$ cat config.mk
export PLATFORM = sky130hd
export DESIGN_NAME = tile_renderer_flat
export DESIGN_NICKNAME = d
export VERILOG_FILES = /design/src/rtl/tile_renderer_if.sv /design/src/rtl/tile_renderer.sv /design/src/flat_wrapper.sv
export SDC_FILE = /design/constraint.sdc
export NUM_CORES = 1
export LEC_CHECK = 0
export ABC_AREA = 1
export CAP_MARGIN = 30
export CORE_ASPECT_RATIO = 2
export CORE_MARGIN = 2
export CORE_UTILIZATION = 43
export CTS_CLUSTER_DIAMETER = 200
export DETAILED_ROUTE_END_ITERATION = 8
export GPL_TIMING_DRIVEN = 0
export HOLD_SLACK_MARGIN = 0.02
export PLACE_DENSITY = 0.85
export SYNTH_ARGS = -nofsm -noshare
export SYNTH_HDL_FRONTEND = slang
export SYNTH_SLANG_ARGS = --single-unit
$ cat constraint.sdc
create_clock -name clk -period 1.8 [get_ports clk]
set_input_delay 0.27 -clock clk [delete_from_list [all_inputs] [get_ports clk]]
set_output_delay 0.27 -clock clk [all_outputs]
set_load 0.02 [all_outputs]
$ cat src/rtl/tile_renderer_if.sv
// Pixel, sync and memory-port bundle between the timing generator, the tile/bitmap memories and
// tile_renderer; the renderer takes the slave view, the surrounding system the master view.
interface tile_renderer_if #(
  parameter int unsigned Abits = 11,
  parameter int unsigned Dbits = 8,
  parameter int unsigned Sbits = 13,
  parameter int unsigned Cbits = 5
);
  logic [9:0]       x;
  logic [9:0]       y;
  logic             active;
  logic             hsync_in;
  logic             vsync_in;
  logic [Sbits-1:0] screen_addr;
  logic [Cbits-1:0] tile_code;
  logic [Abits-1:0] bitmap_addr;
  logic [Dbits-1:0] bitmap_data;
  logic [Dbits-1:0] rgb;
  logic             hsync;
  logic             vsync;
  logic             active_out;

  modport master (
    output x, y, active, hsync_in, vsync_in, tile_code, bitmap_data,
    input  screen_addr, bitmap_addr, rgb, hsync, vsync, active_out
  );

  modport slave (
    input  x, y, active, hsync_in, vsync_in, tile_code, bitmap_data,
    output screen_addr, bitmap_addr, rgb, hsync, vsync, active_out
  );
endinterface

$ cat src/rtl/tile_renderer.sv
// Three-stage tile renderer: pixel coordinate -> screen memory tile code -> bitmap pixel colour,
// with the sync and active flags delayed to stay aligned with the colour.
module tile_renderer #(
  parameter int unsigned Abits      = 11,
  parameter int unsigned Dbits      = 8,
  parameter int unsigned Sbits      = 13,
  parameter int unsigned Cbits      = 5,
  parameter int unsigned TILE_COUNT = 20
) (
  input logic            clk,
  input logic            reset,
  tile_renderer_if.slave bus
);

  typedef struct packed {
    logic active;
    logic hsync;
    logic vsync;
  } side_t;

  // Sync lines are active-low, so the idle sideband keeps them high.
  localparam side_t SideIdle = '{active: 1'b0, hsync: 1'b1, vsync: 1'b1};

  // Stage 1: screen address and position inside the tile
  logic [Sbits-1:0] tile_row;
  logic [Sbits-1:0] tile_col;
  logic [Sbits-1:0] screen_addr_d;
  logic [Sbits-1:0] screen_addr_q;
  logic [2:0]       fx1_q;
  logic [2:0]       fy1_q;
  side_t            side1_d;
  side_t            side1_q;

  // Stage 2: bitmap address
  logic             code_ok;
  logic [Abits-1:0] bitmap_addr_d;
  logic [Abits-1:0] bitmap_addr_q;
  logic             valid2_q;
  side_t            side2_q;

  // Stage 3: colour and delayed sideband
  logic [Dbits-1:0] rgb_d;
  logic [Dbits-1:0] rgb_q;
  side_t            side3_q;

  // row*80 as row*64 + row*16; wraps silently for off-screen coordinates
  always_comb begin
    tile_row      = Sbits'(bus.y[9:3]);
    tile_col      = Sbits'(bus.x[9:3]);
    screen_addr_d = (tile_row << 6) + (tile_row << 4) + tile_col;
    side1_d       = '{active: bus.active, hsync: bus.hsync_in, vsync: bus.vsync_in};
  end

  always_comb begin
    code_ok       = 32'(bus.tile_code) < TILE_COUNT;
    bitmap_addr_d = '0;
    if (code_ok) begin
      bitmap_addr_d = Abits'({bus.tile_code, fy1_q, fx1_q});
    end
  end

  // Blanking forces black independently of what the bitmap memory returns.
  always_comb begin
    rgb_d = '0;
    if (valid2_q && side2_q.active) begin
      rgb_d = bus.bitmap_data;
    end
  end

  always_ff @(posedge clk or posedge reset) begin
    if (reset) begin
      screen_addr_q <= '0;
      fx1_q         <= '0;
      fy1_q         <= '0;
      side1_q       <= SideIdle;
      bitmap_addr_q <= '0;
      valid2_q      <= 1'b0;
      side2_q       <= SideIdle;
      rgb_q         <= '0;
      side3_q       <= SideIdle;
    end else begin
      screen_addr_q <= screen_addr_d;
      fx1_q         <= bus.x[2:0];
      fy1_q         <= bus.y[2:0];
      side1_q       <= side1_d;
      bitmap_addr_q <= bitmap_addr_d;
      valid2_q      <= code_ok;
      side2_q       <= side1_q;
      rgb_q         <= rgb_d;
      side3_q       <= side2_q;
    end
  end

  assign bus.screen_addr = screen_addr_q;
  assign bus.bitmap_addr = bitmap_addr_q;
  assign bus.rgb         = rgb_q;
  assign bus.active_out  = side3_q.active;
  assign bus.hsync       = side3_q.hsync;
  assign bus.vsync       = side3_q.vsync;

endmodule

$ cat src/flat_wrapper.sv
// flat-port wrapper written by rule: the top's interface ports become plain ports
module tile_renderer_flat 
#(
  parameter int unsigned Abits      = 11,
  parameter int unsigned Dbits      = 8,
  parameter int unsigned Sbits      = 13,
  parameter int unsigned Cbits      = 5,
  parameter int unsigned TILE_COUNT = 20
)
  (clk, reset, bus_x, bus_y, bus_active, bus_hsync_in, bus_vsync_in, bus_tile_code, bus_bitmap_data, bus_screen_addr, bus_bitmap_addr, bus_rgb, bus_hsync, bus_vsync, bus_active_out);
  tile_renderer_if #(.Abits(Abits), .Dbits(Dbits), .Sbits(Sbits), .Cbits(Cbits)) bus_i ();
  input logic clk;
  input logic reset;
  input wire logic [$bits(bus_i.x)-1:0] bus_x;
  input wire logic [$bits(bus_i.y)-1:0] bus_y;
  input wire logic [$bits(bus_i.active)-1:0] bus_active;
  input wire logic [$bits(bus_i.hsync_in)-1:0] bus_hsync_in;
  input wire logic [$bits(bus_i.vsync_in)-1:0] bus_vsync_in;
  input wire logic [$bits(bus_i.tile_code)-1:0] bus_tile_code;
  input wire logic [$bits(bus_i.bitmap_data)-1:0] bus_bitmap_data;
  output wire logic [$bits(bus_i.screen_addr)-1:0] bus_screen_addr;
  output wire logic [$bits(bus_i.bitmap_addr)-1:0] bus_bitmap_addr;
  output wire logic [$bits(bus_i.rgb)-1:0] bus_rgb;
  output wire logic [$bits(bus_i.hsync)-1:0] bus_hsync;
  output wire logic [$bits(bus_i.vsync)-1:0] bus_vsync;
  output wire logic [$bits(bus_i.active_out)-1:0] bus_active_out;
  assign bus_i.x = bus_x;
  assign bus_i.y = bus_y;
  assign bus_i.active = bus_active;
  assign bus_i.hsync_in = bus_hsync_in;
  assign bus_i.vsync_in = bus_vsync_in;
  assign bus_i.tile_code = bus_tile_code;
  assign bus_i.bitmap_data = bus_bitmap_data;
  assign bus_screen_addr = bus_i.screen_addr;
  assign bus_bitmap_addr = bus_i.bitmap_addr;
  assign bus_rgb = bus_i.rgb;
  assign bus_hsync = bus_i.hsync;
  assign bus_vsync = bus_i.vsync;
  assign bus_active_out = bus_i.active_out;
  tile_renderer #(.Abits(Abits), .Dbits(Dbits), .Sbits(Sbits), .Cbits(Cbits), .TILE_COUNT(TILE_COUNT)) u_core (.clk(clk), .reset(reset), .bus(bus_i));
endmodule
Yosys cells after proc, flatten, opt, wreduce, memory -nomap -nowiden
Cells that the tools add are included.
- multiplexer cells: 2
- magnitude comparators: 1
- reductions and logical operators: 1
- $add $sub $neg: 2
- operators by type and width (operator ; number):
    $add 13x11->13 ; 1
    $add 13x7->13 ; 1
    $mux 11 ; 1
    $mux 8 ; 1
    $lt 5x5->1 const B ; 1
    $logic_and 1x1->1 ; 1
- register bits after elaboration: 48
- bits of input ports: 38
- word-level logic and storage cells: 21
- output and inout port bits: 35

Depth between registers and ports, before layout
Gate-level depths: netlist of the first run.
- word-level depth: 2
- depth in mapped cells: 10
- gate-level depth less buffers: 10

Worst setup path before layout of the first run
No wires, ideal clock.
- path type: input port to flip-flop
- start: input bus_y[3]
- end: register u_core.screen_addr_q[9] (netlist: u_core.bus.screen_addr[9])
- arrival: 1.564 ns
- buffers on the path: 0
- data required time: 1.677 ns
- path slack: 0.113 ns
- cell stages on the path: 6
- setup time: 0.123 ns
- path through: inv_1 -> fa_1 -> fa_1 -> nor2_1 -> nor2_1 -> xnor2_1
- cells in the longest elaborated chain, start to end: 2
- RTL lines (element ; line ; text):
    from (decl) ; flat_wrapper.sv:15 ; input wire logic [$bits(bus_i.y)-1:0] bus_y;
    $add 13x11->13 ; tile_renderer.sv:50 ; screen_addr_d = (tile_row << 6) + (tile_row << 4) + tile_col;
    $add 13x7->13 ; tile_renderer.sv:50 ;
    net u_core.screen_addr_d[9] ; tile_renderer.sv:27 ; logic [Sbits-1:0] screen_addr_d;
    to (signal assigned) ; tile_renderer.sv:82 ; screen_addr_q <= screen_addr_d;
    to (decl) ; tile_renderer.sv:28 ; logic [Sbits-1:0] screen_addr_q;
The timed path passes the listed nets, and every way through them passes these cells.

Worst setup path after layout of the first run
- start: input bus_x[8]
- end: register u_core.screen_addr_q[9] (netlist: u_core.bus.screen_addr[9])
- cells in the longest elaborated chain, start to end: 1
- RTL lines (element ; line ; text):
    from (decl) ; flat_wrapper.sv:14 ; input wire logic [$bits(bus_i.x)-1:0] bus_x;
    $add 13x7->13 ; tile_renderer.sv:50 ;
    net u_core.screen_addr_d[9] ; tile_renderer.sv:27 ;
The timed path passes the listed nets, and every way through them passes these cells.

==> results of run 1 <==
-- power groups by stage --
stage	clock network [mW]	registers, mW	logic [mW]
final	0.784	1.20	0.584
after global routing	0.861	1.21	0.641
after CTS	0.808	1.20	0.578
after detailed placement	0	1.22	0.574
after global placement	0	1.21	0.553
after floorplan	0	1.32	0.180
-- repair_timing --
action / 4_1_cts / 5_1_grt
resized for setup: 7 / 7
gates cloned: 0 / 0
hold buffers: 0 / 0
endpoints found under the hold margin: 0 / 0
setup endpoints to repair: 6 / 3
pin swaps: 5 / 4
setup buffers: 0 / 1
-- registers in the layout (all words and copies together) (netlist names) --
| name | flops |
|---|---|
| u_core.bus.bitmap_addr | 11 |
| u_core.bus.vsync | 1 |
| u_core.bus.rgb | 8 |
| u_core.side2_q | 3 |
| u_core.valid2_q | 1 |
| u_core.side1_q | 3 |
| u_core.fy1_q | 3 |
| u_core.bus.active_out | 1 |
| u_core.bus.screen_addr | 13 |
| u_core.bus.hsync | 1 |
| u_core.fx1_q | 3 |
-- area by class of cell --
cell class                      count  area [sq um]  area share, %
Sequential cell                    48          1209          43.22
Clock buffer                        6         82.58          2.953
Multi-Input combinational cell     76         506.7          18.12
Timing Repair Buffer               74         748.2          26.76
Clock inverter                      2         38.79          1.387
Tap cell                           52         65.06          2.327
Inverter                           39         146.4          5.235
-- critical path, stage by stage --
cell and delay, ps:
clkdlybuf4s50_1 410, ha_1 290, ha_2 180, inv_1 60
fa_2 380, nor2_1 140, nor2_1 60, xnor2_1 110
-- layout by cell type (no fill, tap or decap) --
cell,n
clkdlybuf4s50_1,68
dfrtp_1,42
inv_1,34
nor2_1,23
nand2_1,22
ha_1,10
clkbuf_8,6
dfstp_2,6
inv_2,5
xnor2_1,3
nand2_2,3
nand3_1,3
ha_2,2
dlygate4sd2_1,2
or2_4,1
nand3b_1,1
a21oi_2,1
nand3_2,1
a21oi_1,1
nand4_1,1
o21ai_2,1
fa_1,1
fa_2,1
ha_4,1
bufinv_16,1
clkinv_4,1
clkdlybuf4s15_1,1
dlymetal6s2s_1,1
buf_12,1
buf_4,1
-- kinds of logic after synthesis --
kind of cell	after synthesis	share of synthesized area, %
buf+inv	39	7.981
fa+ha+maj	15	11.05
compound gates	3	1.228
flops	48	65.89
simple gates	55	12.41
xor+xnor	3	1.433
-- metal layers --
metal / wire [microns] / part of all wire (%)
met1: 1053 / 30
met2: 2181 / 62
met3: 166 / 4.7
met4: 105 / 3.0
met5: 0 / 0
-- final timing paths --
path,startpoint,endpoint
setup / recovery,bus_x[8],u_core.bus.screen_addr[9]
hold / removal,reset,u_core.bus.rgb[1]
setup reg to reg,u_core.side2_q[2],u_core.bus.rgb[1]
hold reg to reg,u_core.side2_q[1],u_core.bus.hsync
max in group asynchronous,reset,u_core.side1_q[0]
min in group clk,bus_y[3],u_core.bus.screen_addr[4]
==> reports/summary.txt, run 1 <==
Placed insts: 288
Die Y: 96.37 microns
Flop pwr share: 46.6%
Root Driver: clkbuf_8
Status: complete, no violations
Number of global-route vias before repair: 1429
Rel. slew slack: 74.89%
Synth Flop Type: dfrtp_1
Nets: 297
Area leader, netlist: dfrtp_1
Area Growth Syn to Fin: 52.46%
Fin Clk Skew: 3.495 ps
Die area: 0.004836 sq mm
PD cells: 917.1 mW/mm^2
Startpoint type of the worst setup path: primary input
Setup Crit Path Kind: primary input to flip-flop
Period utilization: 95.79%
Share of cells above drive strength 1: 13.06%
Fin. max-slew vios: 0
Placed instance area: 0.002640 sq mm
Clock buffer depth: 2
Final antenna diode count: 0
PnR worst setup slack: 75.77 ps
Clock Sinks: 48
Syn_area_per_cell: 11.25 sq um
Top cells by area, synth: dfrtp_1 (57%), ha_1 (8.9%), dfstp_2 (8.6%)
Async SR Flop Fraction: 100.0%
Sw Ratio: 25.16%
Clock share of power: 30.6%
Fin area: 0.002796 sq mm
Mapped Area: 0.001834 sq mm
Gr busiest metal: met2
Min cycle time layout: 1724 ps
Register area share after synthesis: 65.89%
Syn nets: 216
Gr ovfl total: 0
Routed vias/inst: 4.404
Width of the die: 50.18 microns
Post-synth top cells: dfrtp_1 (42), inv_1 (38), nand2_1 (23), nor2_1 (23), ha_1 (13)
Crit path arrival time: 1900 ps
Routed WL per cell: 11.81 microns
DRT antenna net count: 0
H-tree Lvls: 2
DP Worst Slack: -527.2 ps
Tot Pwr: 2.565 mW
CTS Buf Count: 5
Num rows: 33
Final setup vio count: 0
Syn. warnings: 0
Flop-to-flop setup slack: 1010 ps
Initial antenna violation count: 0
Internal: 1.919 mW
First-pass GRT wire length: 5.947 mm
Leakage power: 1.394 nW
Fin cells: 297
Most frequent cell after synthesis: dfrtp_1
Gate power share: 22.8%
Global Route met3 Usage: 3.106%
Total wire length: 3.507 mm
Final Hold Fails: 0
Final setup TNS: 0 ps
Final hold slack: 268.7 ps
Worst slew pin tran: 376.1 ps
Yosys top cell area share: 57.30%
Hold/Removal Path Class: primary input to async pin
Largest net degree at the start of global routing: 32
Vias: 1308
Initial Utilization: 44.87%
Synth unique cells: 17
Met2 Usage GRT: 34.98%
Maximum vdd drop: 595.6 uV
Fmax achieved: 0.5800 GHz
Port Buf Inserts: 72
Detailed-route DRC error count: 0
Max-cap viol count: 0
Drt first pass iters: 4
Fillers: 297
Finished Core Util: 68.41%
Crit Path Max Fanout: 3
CTS tree: yes
Dpl hpwl: 2.925 mm
Post-synth EDFFs: 0
Met1 Use GR: 13.42%
Crit. End Element: flip-flop
Cells on worst reg2reg path: 2
I/O pins: 73
Clock Latency Late Sink: 290 ps
Yosys reg bits: 48
CTS clk-pin slew, worst paths: 80 ps
GPL Wtd Cong: 0.8097
GRT Util Overall: 16.67%
CP required: 1980 ps
Psw: 0.6453 mW
Core footprint: 0.004088 sq mm
Cell count after synthesis: 163
DR iter-0 viols: 16
No activity file was read; power rests on OpenSTA's default activity.
==> run 2: changes to the inputs <==
CTS_CLUSTER_DIAMETER = 30   (was 200)
==> results of run 2 <==
The final DEF is identical to that of run 1; final timing and power are the same.
==> run 3: changes to the inputs <==
CORE_UTILIZATION = 61   (was 43)
DONT_BUFFER_PORTS = 1   (was unset)
PLACE_DENSITY = 0.83   (was 0.85)
==> run 3 against run 2 <==
Setup slack gained 250 ps. Power shrank 12%. Sequential share of layout area grew 14 points. Highest routed layer unchanged. Largest cell class unchanged. Sequential power grew 9%. Cell count shrank 28%. Critical path depth is the same. Global-route usage grew 1.1 points. Die area shrank 28%. Critical path type unchanged. Register-to-register slack gained 20 ps. Combinational power shrank 59%.
==> reports/summary.txt, run 3 (synthesis gave the netlist of run 1 again) <==
Vias: 1084
Width of the die: 42.78 microns
Clock buffer depth: 2
Startpoint type of the worst setup path: primary input
Core footprint: 0.002908 sq mm
Clock Latency Late Sink: 280 ps
Drt first pass iters: 3
Dpl hpwl: 2.243 mm
Leakage power: 1.143 nW
Fin Clk Skew: 3.888 ps
Crit Path Max Fanout: 3
CTS tree: yes
GRT Util Overall: 17.73%
Nets: 236
Setup Crit Path Kind: primary input to flip-flop
Share of cells above drive strength 1: 10.38%
CTS Buf Count: 5
RSZ-0062 raised after global routing: no
DR iter-0 viols: 35
Finished Core Util: 72.38%
Crit path arrival time: 1700 ps
Multi-input logic area: 479.2 sq um
Initial Utilization: 63.08%
First-pass GRT wire length: 4.443 mm
Routed WL per cell: 13.75 microns
Port Buf Inserts: 0
Final setup vio count: 0
Fin. max-slew vios: 0
Total wire length: 2.929 mm
Die area: 0.003488 sq mm
Largest net degree at the start of global routing: 49
Final Hold Fails: 0
PD cells: 1071 mW/mm^2
CTS clk-pin slew, worst paths: 80 ps
Min cycle time layout: 1478 ps
CP required: 2020 ps
Fillers: 206
Initial antenna violation count: 0
Cells on worst reg2reg path: 2
Post-CTS sizing: 0
Hold/Removal Path Class: primary input to flip-flop
Min-Delay Path Depth: 1
Final setup TNS: 0 ps
DRT antenna net count: 0
Commonest non-fill, non-tap cells in the layout: dfrtp_1 (42), inv_1 (37), nand2_1 (23), nor2_1 (23)
Period utilization: 82.08%
Root Driver: clkbuf_8
I/O pins: 73
Area Growth Syn to Fin: 14.73%
Maximum vdd drop: 684.9 uV
H-tree Lvls: 2
Die Y: 81.55 microns
Crit. End Element: flip-flop
Status: complete, no violations
Sequential cell area: 0.001209 sq mm
Num rows: 28
Rel. slew slack: 39.53%
Max-cap viol count: 0
Final antenna diode count: 0
Worst slew pin tran: 905.7 ps
Most common cell after layout, fill and taps aside: dfrtp_1
Detailed-route DRC error count: 0
Max reg flops: 13
GPL Wtd Cong: 0.7659
Clock Sinks: 48
Routed vias/inst: 5.089
Number of global-route vias before repair: 1139
Fmax achieved: 0.6768 GHz
Post-CTS setup buffers: 0
Gr ovfl total: 0
## run 3: cell count changes in the layout (fill, tap and decap cells not counted), moves of 2 or more
| cell | delta |
|---|---|
| ha_1 | +3 |
| inv_1 | +3 |
| dlygate4sd3_1 | +13 |
| dlygate4sd2_1 | -2 |
| inv_2 | -3 |
| ha_2 | -2 |
| clkdlybuf4s50_1 | -68 |
## run 3: per-layer routing
layer	routed length [microns]	vias to the layer above	part of all wire, %	GRT usage [%]
met3	237	7	8.1	5.275
met2	1772	48	60	36.36
li1	-	516	-	-
met5	0	-	0	0
met1	855	513	29	12.97
met4	63	0	2.2	10.31
## run 3: layout make-up
| class | count | share of cell area [%] |
|---|---|---|
| sequential | 48 | 57.43 |
| inverter | 39 | 6.956 |
| multi-input combinational | 76 | 22.77 |
| clock buffer | 6 | 3.448 |
| clock inverter | 1 | 1.427 |
| timing repair buffer | 13 | 6.183 |
| tap | 30 | 1.784 |
## run 3: critical path, stage by stage
cell	delay (ps)
inv_1	30
fa_1	520
fa_1	500
inv_1	90
nand2_1	80
nand3_1	80
nand2_1	50
nand2_1	70
## run 3: path summary, 6_finish.rpt
path	from	end	slack (ps)
min in group asynchronous	reset	u_core.bus.rgb[5]	60
max in group asynchronous	reset	u_core.bus.bitmap_addr[0]	1180
setup reg to reg	u_core.side2_q[2]	u_core.bus.rgb[3]	1030
hold / removal	bus_tile_code[4]	u_core.bus.bitmap_addr[9]	40
hold reg to reg	u_core.side1_q[2]	u_core.side2_q[2]	360
setup / recovery	bus_y[3]	u_core.bus.screen_addr[11]	320
## run 3: power by group
group	switching [mW]	internal [mW]
registers	0.137	1.17
logic	0.138	0.103
clock network	0.294	0.406
## run 3: repair_timing
| action | in CTS | in global routing |
|---|---|---|
| hold endpoints to repair | 13 | 0 |
| hold buffers | 13 | 0 |
| endpoints found under the setup margin | 0 | 0 |
## run 3: through the flow
step           setup WS [ps]  power, mW  instances  hold slack, ps  area [sq um]
2_1_floorplan          113.0      1.499        163           274.5          1834
3_3_place_gp           45.23      1.537        193           274.6          1872
3_5_place_dp           16.82      1.553        193           274.6          1872
4_1_cts                327.8      2.279        213           33.99          2105
5_1_grt                225.2      2.355        213           28.48          2105
6_report               322.5      2.254        213           40.58          2105
